**src/rtl/riscv_core_div_pkg.sv**
```systemverilog
// Shared types for the M-extension divider: operation codes, FSM states and
// the iteration counter sizing.
package riscv_core_div_pkg;

    localparam int DIV_XLEN_DEFAULT = 64;
    localparam int DIV_CNT_W        = $clog2(DIV_XLEN_DEFAULT + 1);

    typedef enum logic [1:0] {
        DIV  = 2'd0,
        DIVU = 2'd1,
        REM  = 2'd2,
        REMU = 2'd3
    } div_op_e;

    typedef enum logic [1:0] {
        IDLE = 2'd0,
        CALC = 2'd1,
        FIX  = 2'd2,
        DONE = 2'd3
    } div_state_e;

    function automatic int div_cnt_width(input int xlen);
        return $clog2(xlen + 1);
    endfunction

endpackage

```
**src/rtl/riscv_core_divider_step.sv**
```systemverilog
// One restoring division iteration: shift the next dividend bit into the
// partial remainder and subtract the divisor if it fits.
module riscv_core_divider_step
    import riscv_core_div_pkg::*;
#(
    parameter int XLEN = 64
) (
    input  logic [XLEN-1:0] rem,
    input  logic            next_bit,
    input  logic [XLEN-1:0] divisor,
    output logic [XLEN-1:0] new_rem,
    output logic            quo_bit
);

    logic [XLEN:0]   partial;
    logic [XLEN-1:0] diff;

    // rem < divisor on entry, so a successful subtraction always fits in XLEN bits
    always_comb begin
        partial = {rem, next_bit};
        quo_bit = (partial >= {1'b0, divisor});
        diff    = partial[XLEN-1:0] - divisor;
        new_rem = quo_bit ? diff : partial[XLEN-1:0];
    end

endmodule

```
**src/rtl/riscv_core_divider.sv**
```systemverilog
// Multi-cycle radix-2 restoring divider for DIV/DIVU/REM/REMU and their W forms.
// valid/ready: a transfer happens on a rising edge where both valid and ready are high.
module riscv_core_divider
    import riscv_core_div_pkg::*;
#(
    parameter int XLEN = 64
) (
    input  logic            i_clk,
    input  logic            i_rst,
    input  logic            i_divider_valid,
    output logic            o_divider_ready,
    input  logic [1:0]      i_divider_op,
    input  logic            i_divider_word,
    input  logic [XLEN-1:0] i_divider_dividend,
    input  logic [XLEN-1:0] i_divider_divisor,
    input  logic            i_divider_flush,
    output logic            o_divider_valid,
    input  logic            i_divider_ready,
    output logic [XLEN-1:0] o_divider_result
);

    localparam int HALF  = XLEN / 2;
    localparam int CNT_W = div_cnt_width(XLEN);

    div_state_e      state, state_d;
    div_op_e         op_q;
    logic            word_q;
    logic            quo_neg_q, rem_neg_q;
    logic [XLEN-1:0] divisor_q, rem_q, quo_q, result_q;
    logic [CNT_W-1:0] cnt_q;

    logic            accept, signed_op, rem_op;
    logic [XLEN-1:0] dividend_ext, divisor_ext, dividend_mag, divisor_mag;
    logic            dividend_neg, divisor_neg;
    logic [XLEN-1:0] min_val, special_val, special_result;
    logic            div_zero, overflow;
    logic [XLEN-1:0] step_rem;
    logic            step_qbit;
    logic [XLEN-1:0] q_fix, r_fix, sel_fix, fix_result;

    function automatic logic [XLEN-1:0] word_fmt(input logic [XLEN-1:0] v, input logic w);
        return w ? {{HALF{v[HALF-1]}}, v[HALF-1:0]} : v;
    endfunction

    // Operand conditioning at the accept edge
    always_comb begin
        signed_op = ~i_divider_op[0];
        rem_op    = i_divider_op[1];
        if (i_divider_word) begin
            dividend_ext = {{HALF{signed_op & i_divider_dividend[HALF-1]}}, i_divider_dividend[HALF-1:0]};
            divisor_ext  = {{HALF{signed_op & i_divider_divisor[HALF-1]}}, i_divider_divisor[HALF-1:0]};
            min_val      = {{(HALF+1){1'b1}}, {(HALF-1){1'b0}}};
        end else begin
            dividend_ext = i_divider_dividend;
            divisor_ext  = i_divider_divisor;
            min_val      = {1'b1, {(XLEN-1){1'b0}}};
        end
        dividend_neg = signed_op & dividend_ext[XLEN-1];
        divisor_neg  = signed_op & divisor_ext[XLEN-1];
        dividend_mag = dividend_neg ? -dividend_ext : dividend_ext;
        divisor_mag  = divisor_neg ? -divisor_ext : divisor_ext;
        div_zero     = (divisor_ext == '0);
        overflow     = signed_op & (dividend_ext == min_val) & (&divisor_ext);
        if (div_zero)
            special_val = rem_op ? dividend_ext : '1;
        else
            special_val = rem_op ? '0 : dividend_ext;
        special_result = word_fmt(special_val, i_divider_word);
        accept = i_divider_valid & (state == IDLE) & ~i_divider_flush;
    end

    riscv_core_divider_step #(.XLEN(XLEN)) u_step (
        .rem      (rem_q),
        .next_bit (quo_q[XLEN-1]),
        .divisor  (divisor_q),
        .new_rem  (step_rem),
        .quo_bit  (step_qbit)
    );

    always_comb begin
        q_fix      = quo_neg_q ? -quo_q : quo_q;
        r_fix      = rem_neg_q ? -rem_q : rem_q;
        sel_fix    = ((op_q == REM) || (op_q == REMU)) ? r_fix : q_fix;
        fix_result = word_fmt(sel_fix, word_q);
    end

    always_ff @(posedge i_clk or posedge i_rst) begin
        if (i_rst) state <= IDLE;
        else       state <= state_d;
    end

    always_comb begin
        state_d         = state;
        o_divider_ready = 1'b0;
        o_divider_valid = 1'b0;
        case (state)
            IDLE: begin
                o_divider_ready = 1'b1;
                if (accept) state_d = (div_zero | overflow) ? DONE : CALC;
            end
            CALC: if (cnt_q == CNT_W'(1)) state_d = FIX;
            FIX:  state_d = DONE;
            DONE: begin
                o_divider_valid = 1'b1;
                if (i_divider_ready) state_d = IDLE;
            end
            default: state_d = IDLE;
        endcase
        if (i_divider_flush) state_d = IDLE;
    end

    // Word operands sit in the upper half of the shifter so the MSB-first walk starts at bit HALF-1
    always_ff @(posedge i_clk or posedge i_rst) begin
        if (i_rst) begin
            op_q      <= DIV;
            word_q    <= 1'b0;
            quo_neg_q <= 1'b0;
            rem_neg_q <= 1'b0;
            divisor_q <= '0;
            rem_q     <= '0;
            quo_q     <= '0;
            cnt_q     <= '0;
            result_q  <= '0;
        end else if (accept) begin
            op_q      <= div_op_e'(i_divider_op);
            word_q    <= i_divider_word;
            quo_neg_q <= dividend_neg ^ divisor_neg;
            rem_neg_q <= dividend_neg;
            divisor_q <= divisor_mag;
            rem_q     <= '0;
            quo_q     <= i_divider_word ? (dividend_mag << HALF) : dividend_mag;
            cnt_q     <= i_divider_word ? CNT_W'(HALF) : CNT_W'(XLEN);
            if (div_zero | overflow) result_q <= special_result;
        end else if (state == CALC) begin
            rem_q <= step_rem;
            quo_q <= {quo_q[XLEN-2:0], step_qbit};
            cnt_q <= cnt_q - CNT_W'(1);
        end else if (state == FIX) begin
            result_q <= fix_result;
        end
    end

    assign o_divider_result = result_q;

endmodule

```
**config.mk**
```make
export PLATFORM = sky130hd
export DESIGN_NAME = riscv_core_divider
export DESIGN_NICKNAME = d
export VERILOG_FILES = /design/src/rtl/riscv_core_div_pkg.sv /design/src/rtl/riscv_core_divider_step.sv /design/src/rtl/riscv_core_divider.sv
export SDC_FILE = /design/constraint.sdc
export NUM_CORES = 1
export LEC_CHECK = 0
export BUFFER_PORTS_ARGS = -buffer_cell sky130_fd_sc_hd__buf_2
export CORE_MARGIN = 2
export CORE_UTILIZATION = 38
export DETAILED_ROUTE_END_ITERATION = 7
export PLACE_DENSITY_LB_ADDON = 0.25
export SLEW_MARGIN = 20
export SYNTH_ARGS = -nofsm -noshare
export SYNTH_HDL_FRONTEND = slang
export SYNTH_SLANG_ARGS = --single-unit
export TNS_END_PERCENT = 1
```
**constraint.sdc**
```tcl
create_clock -name i_clk -period 11.7 [get_ports i_clk]
set_input_delay 1.17 -clock i_clk [delete_from_list [all_inputs] [get_ports i_clk]]
set_output_delay 1.17 -clock i_clk [all_outputs]
set_load 0.02 [all_outputs]
```
Word-level counts from Yosys, hierarchy flattened
Index checks and enable logic that the tools add are counted.

word-level totals
  bits of input ports = 136
  memories = 0
  ROM bits = 0
  memory bits (writable) = 0
  bits in registers = 270
  latch bits = 0

operators by class
  multiply operators = 0
  reduce and logical (&&, ||, !) cells = 8
  divide/modulo/power cells = 0
  bitwise logic cells = 12
  add/sub/neg operators = 6
  shift-type cells = 0
  equal/unequal tests = 12
  magnitude comparators = 1
  muxes and demuxes = 34

operators by type and width
  kind                   number
  $mux W64               22
  $neg A64 Y64           4
  $ge A65 B64 Y1         1
  $eq A64 B64 Y1         1
  $logic_not A64 Y1      1
  $reduce_and A64 Y1     1
  $sub A64 B64 Y64       1
  $mux W63               1
  $mux W7                3
  $mux W2                5
  $ne A3 B3 Y1 const B   3
  $and A1 B1 Y1          8
  $eq A2 B2 Y1 const B   4
  $pmux W2 S4            1
  $eq A7 B1 Y1 const B   1
  $sub A7 B1 Y7 const B  1
  $reduce_and A3 Y1      2
  $reduce_bool A2 Y1     2
  $eq A2 B1 Y1 const B   1
  $logic_not A2 Y1       1
  $mux W1                2
  $ne A2 B1 Y1 const B   1
  $ne A2 B2 Y1 const B   1
  $not A1 Y1             2
  3 further kinds        3

Longest topological paths before layout
  word-level depth = 11
  depth in mapped cells = 16
  mapped depth without buffers = 14

Modules after synthesis
A second synthesis with hierarchy kept.

unflattened totals
  cell total of the unflattened synthesis = 3,079
  area, all modules = 24,091.9 sq um

by module, submodules not included
  module                   sequential area each (sq um)  cells an instance  times used  area an instance (sq um)
  riscv_core_divider       6,731.5                       2,322              1           19,299.8
  riscv_core_divider_step  0.0                           757                1           4,792.1

Worst setup path after synthesis
No wires, ideal clock.

  path type = input-to-reg
  from = in i_divider_dividend[8]
  to = reg quo_q[48]
  setup slack = 7,332 ps
  arrival time = 4,234 ps
  required time = 11,567 ps
  stages on the path = 13
  path through = clkbuf_1 or4_1 nor3_1 nand4bb_1 clkbuf_1 nor4_1 nand2_1 or3_1 clkbuf_1 nor4b_1 mux2_2 a21oi_1 o21ai_0

between the ends
  longest elaborated chain between the ends = 5

RTL lines
  element               RTL line                   RTL
  start, declared       riscv_core_divider.sv:14   input logic [XLEN-1:0] i_divider_dividend,
  $mux W64              riscv_core_divider.sv:49   if (i_divider_word) begin
  $neg A64 Y64          riscv_core_divider.sv:60   dividend_mag = dividend_neg ? -dividend_ext : dividend_ext;
  $mux W64              riscv_core_divider.sv:60
  $mux W64              riscv_core_divider.sv:131  quo_q <= i_divider_word ? (dividend_mag << HALF) : dividend_mag;
  $mux W64              riscv_core_divider.sv:124  end else if (accept) begin
  end signal, assigned  riscv_core_divider.sv:131
  end signal, assigned  riscv_core_divider.sv:136  quo_q <= {quo_q[XLEN-2:0], step_qbit};
  end, declared         riscv_core_divider.sv:29   logic [XLEN-1:0] divisor_q, rem_q, quo_q, result_q;

No other way between the ends.
A chain may end at the register's enable or synchronous reset.

Worst setup path in the final report
  from = in i_divider_divisor[2]
  to = reg result_q[36], in the netlist o_divider_result[36]

between the ends
  longest elaborated chain between the ends = 6
  elaborated cells between the ends (all ways) = 11
  those cells by class = eq/ne: 1; mux: 5; bitwise: 2; reduce/logical: 3

RTL lines
  element                                                         RTL line                                             RTL
  start, declared                                                 riscv_core_divider.sv:15                             input logic [XLEN-1:0] i_divider_divisor,
  $mux W64 *                                                      riscv_core_divider.sv:49
  $reduce_and A64 Y1 or $logic_not A64 Y1 (tied branches)         riscv_core_divider.sv:63, riscv_core_divider.sv:62
  $and A1 B1 Y1 or $mux W64 (tied branches)                       riscv_core_divider.sv:63, riscv_core_divider.sv:64
  $or A1 B1 Y1 or $mux W64 (tied branches)                        riscv_core_divider.sv:133, riscv_core_divider.sv:42
  $ne A2 B1 Y1 (no source line) or $mux W64 (tied branches)       n/a
  $reduce_and A3 Y1 (no source line) or $mux W64 (tied branches)  n/a
  end signal, assigned                                            riscv_core_divider.sv:133                            if (div_zero | overflow) result_q <= special_result;
  end signal, assigned                                            riscv_core_divider.sv:139                            result_q <= fix_result;
  end, declared                                                   riscv_core_divider.sv:29

Mark *: on every way between the ends. The rest lies on a longest branch, timed or not. The select of a mux whose other input is x is not followed.

==> impl_metrics.tcl <==
set metrics [dict create \
    synth-simple-area-share 0.193 \
    hold_end "o_divider_result[29]$_DFFE_PP0P_" \
    postSynthAreaPerCell_um2 7.68 \
    grt-ovfl-total 0 \
    setup-tns-final_ns 0 \
    totalPowerFinal_mw 8.69 \
    ctsHtreeMaxLevel 2 \
    syn2layout_area_growth_pct 11.5 \
    cts_inserted_buffers 36 \
    placementRows 91 \
    synth_seq_cells 269 \
    number_of_cells_on_the_worst_hold_path 2 \
    hold_path.startpoint "o_divider_result[29]$_DFFE_PP0P_" \
    synth-xor-area-share 0.107 \
    fraction_of_the_mapped_netlist_area_in_compound_gates 0.276 \
    cp_data_arrival_time_ns 6.49 \
    syn-cell-area_um2 23700 \
    mostFrequentLayoutCell "o21ai_0" \
    relSlewSlack 0.247 \
    timing.max_cap.violations 0 \
    wire_per_inst_um 22.9 \
    ff2ff_path_depth 14 \
    async_set_reset_flop_share_out_of_synthesis 1.00 \
    grt_pass1_wl_um 138000 \
    die_w_um 253 \
    layout.cells.most_common_list "o21ai_0 (317), nand2_1 (283), dfrtp_1 (266)" \
    netlist_instances 3081 \
    path_clk_slew_ns 0.06 \
    cts.path.max_buffers 3 \
    dieArea_um2 64300 \
    clockRootBuffer "clkbuf_16" \
    cp-start-kind "input pin" \
    critPathMaxFanout 65 \
    die_height_um 253 \
    post-route-drc-count 0 \
    count_of_buffers_added_by_post_cts_timing_repair_for_setup 0 \
    netlist.top_cell.by_area "dfrtp_1" \
    num-nets-final 3346 \
    end_kind "flip-flop" \
    clk-insertion-delay-late_ns 0.57 \
    static-leakage-power_nw 10.6 \
    post_synth_num_cell_types 80 \
    ir_worst_vdd_v 0.000184 \
    run_status "complete, no violations" \
    route.final.wire_length_um 91500 \
    detailed_place_hpwl_um 68200 \
    clock-skew-final_ns 0.0245 \
    r2r-start "quo_q[63]$_DFFE_PP0P_" \
    fin_crit_ns 6.07 \
    worst_r2r_endpoint "rem_q[62]$_DFFE_PP0P_" \
    critPathKind "input pin to flip-flop" \
    cts_tree "built" \
    routed_via_density 6.01 \
    ranking_of_synthesized_cells_by_area "dfrtp_1 (28%), o21ai_0 (6.7%), xnor2_1 (6.1%)" \
    rsz_0062_raised_after_global_routing "false" \
    endpoints_failing_setup 0 \
    gr-usage-all-layers 0.279 \
    clock_sink_count 269 \
    combinational_family_with_the_most_area_after_synthesis "compound AO/OA/AOI/OAI gates" \
    first_iter_violations 2470 \
    grt_start_max_net_pins 151 \
    first_pass_iters 6 \
    synth-edff-count 0 \
    critical_path_top_delay_cell "nor4_1" \
    first_global_vias 22300 \
    worst_hold_path_type "flip-flop to flip-flop" \
    synth_mux_area_frac 0.0385 \
    p_per_area_nw_per_um2 330 \
    floorplan.initialDensity 0.384 \
    design.core.area_um2 61600 \
    final_hold_viol_count 0 \
    cts.repair.resized 0 \
    max_stage_delay_ns 1.02 \
    worstPathCellList "buf_2 > or4_1 > nor4b_2 > nand4_1 > nor4_1 > a31oi_1 > and2_1 > nor3_2 > buf_4 > o21ai_0 > o22ai_1 > a21oi_1" \
    post_synthesis_sequential_area_ratio 0.285 \
    io-pin-count 202 \
    post_synth_fa_ha_maj_area_fraction 0.0410 \
    max_slew_vio_count 0 \
    regToRegSetupSlack_ns 6.94 \
    mappedNetlistNets 3294 \
    post_cts_hold_buffer_count 0 \
    worst_slew_pin_slew_ns 1.12 \
    yosysTopAreaCellShare 0.285 \
    layout_cell_share_with_drive_strength_beyond_1 0.109 \
    final_min_period_over_clock_period 0.519 \
    ant_nets 0 \
    maxClockFrequency_ghz 0.165 \
    gp_congestion 0.988 \
    antenna_violations_before_repair 5 \
    vias 24000 \
    place.port_buffers 201 \
    synthesis.yosys.warnings 0 \
    required_time_worst_endpoint_ns 12.12 \
    synth_top_flop_cell "dfrtp_1" \
]
[cells in the mapped netlist (all sizes together), types with 42 or more instances]
library cell	number
xnor2	165
a211oi	46
ha	76
a31oi	61
xor2	125
nand4	52
o21ai	332
nor2	242
a21oi	246
nor4	42
o22ai	49
nor3	70
o211ai	80
o31ai	46
inv	151
mux2i	82
nand2	285
dfrtp	269
clkbuf	191
[worst max-delay path: cells and delay by family]
family | cells | cell delay [ns]
AND/OR/NAND/NOR | 6 | 3.83
buffers and inverters | 2 | 0.78
AO/OA/AOI/OAI | 4 | 0.68
[area by class of cell]
| type | instances | area, µm² |
|---|---|---|
| Sequential cell | 269 | 6740 |
| Clock inverter | 9 | 88.8 |
| Antenna cell | 1 | 2.50 |
| Timing Repair Buffer | 236 | 1280 |
| Fill cell | 6347 | 35200 |
| Inverter | 151 | 574 |
| Tap cell | 837 | 1050 |
| Clock buffer | 54 | 1080 |
| Multi-Input combinational cell | 2439 | 15600 |
[flip-flops by register name, indices dropped and copies added (netlist names)]
register / flops
divisor_q: 64
rem_neg_q: 1
state: 2
quo_q: 64
op_q: 1
o_divider_result: 64
rem_q: 64
cnt_q: 7
quo_neg_q: 1
word_q: 1
[cell families after synthesis]
group | Yosys count
AOI/OAI and AO/OA | 1050
and+or+nand+nor | 932
buffers and inverters | 373
xor gates and xnor gates | 290
DFF | 269
muxes | 90
adders and majority gates | 77
[metrics by stage]
| stage | hold WS, ns | instance area, µm² | worst slack [ns] | std cells | util |
|---|---|---|---|---|---|
| floorplan | 0.449 | 23700 | 3.12 | 3081 | - |
| global placement | 0.462 | 25200 | 5.40 | 3932 | 0.409 |
| detailed placement | 0.466 | 25200 | 5.31 | 3932 | 0.409 |
| CTS | 0.479 | 26400 | 5.91 | 3995 | 0.428 |
| global route | 0.496 | 26400 | 5.54 | 3995 | 0.428 |
| finish | 0.469 | 26400 | 5.63 | 3996 | 0.428 |
[report_power, final]
group	internal (mW)	switching, mW
sequential	1.38	0.609
combinational	2.15	3.42
clock	0.661	0.473
[worst max-delay path by stage]
stage | start | end | cells past startpoint | slack [ns]
4_1_cts | i_divider_divisor[2] | o_divider_result[36]$_DFFE_PP0P_ | 12 | 5.91
3_3_place_gp | i_divider_divisor[2] | o_divider_result[36]$_DFFE_PP0P_ | 12 | 5.40
3_5_place_dp | i_divider_divisor[2] | o_divider_result[36]$_DFFE_PP0P_ | 12 | 5.31
5_1_grt | i_divider_divisor[2] | o_divider_result[36]$_DFFE_PP0P_ | 12 | 5.54
6_report | i_divider_divisor[2] | o_divider_result[36]$_DFFE_PP0P_ | 12 | 5.63
2_1_floorplan | i_rst | cnt_q[0]$_DFFE_PP0P_ | 1 | 3.12
[metal layers]
layer | track usage | wire [µm] | vias up
li1 | - | - | 11300
met1 | 0.387 | 40900 | 11500
met2 | 0.428 | 39900 | 924
met3 | 0.0573 | 7040 | 195
met4 | 0.101 | 3560 | 6
met5 | 0 | 49 | -
Note: power is estimated with default switching activity, not from simulation.
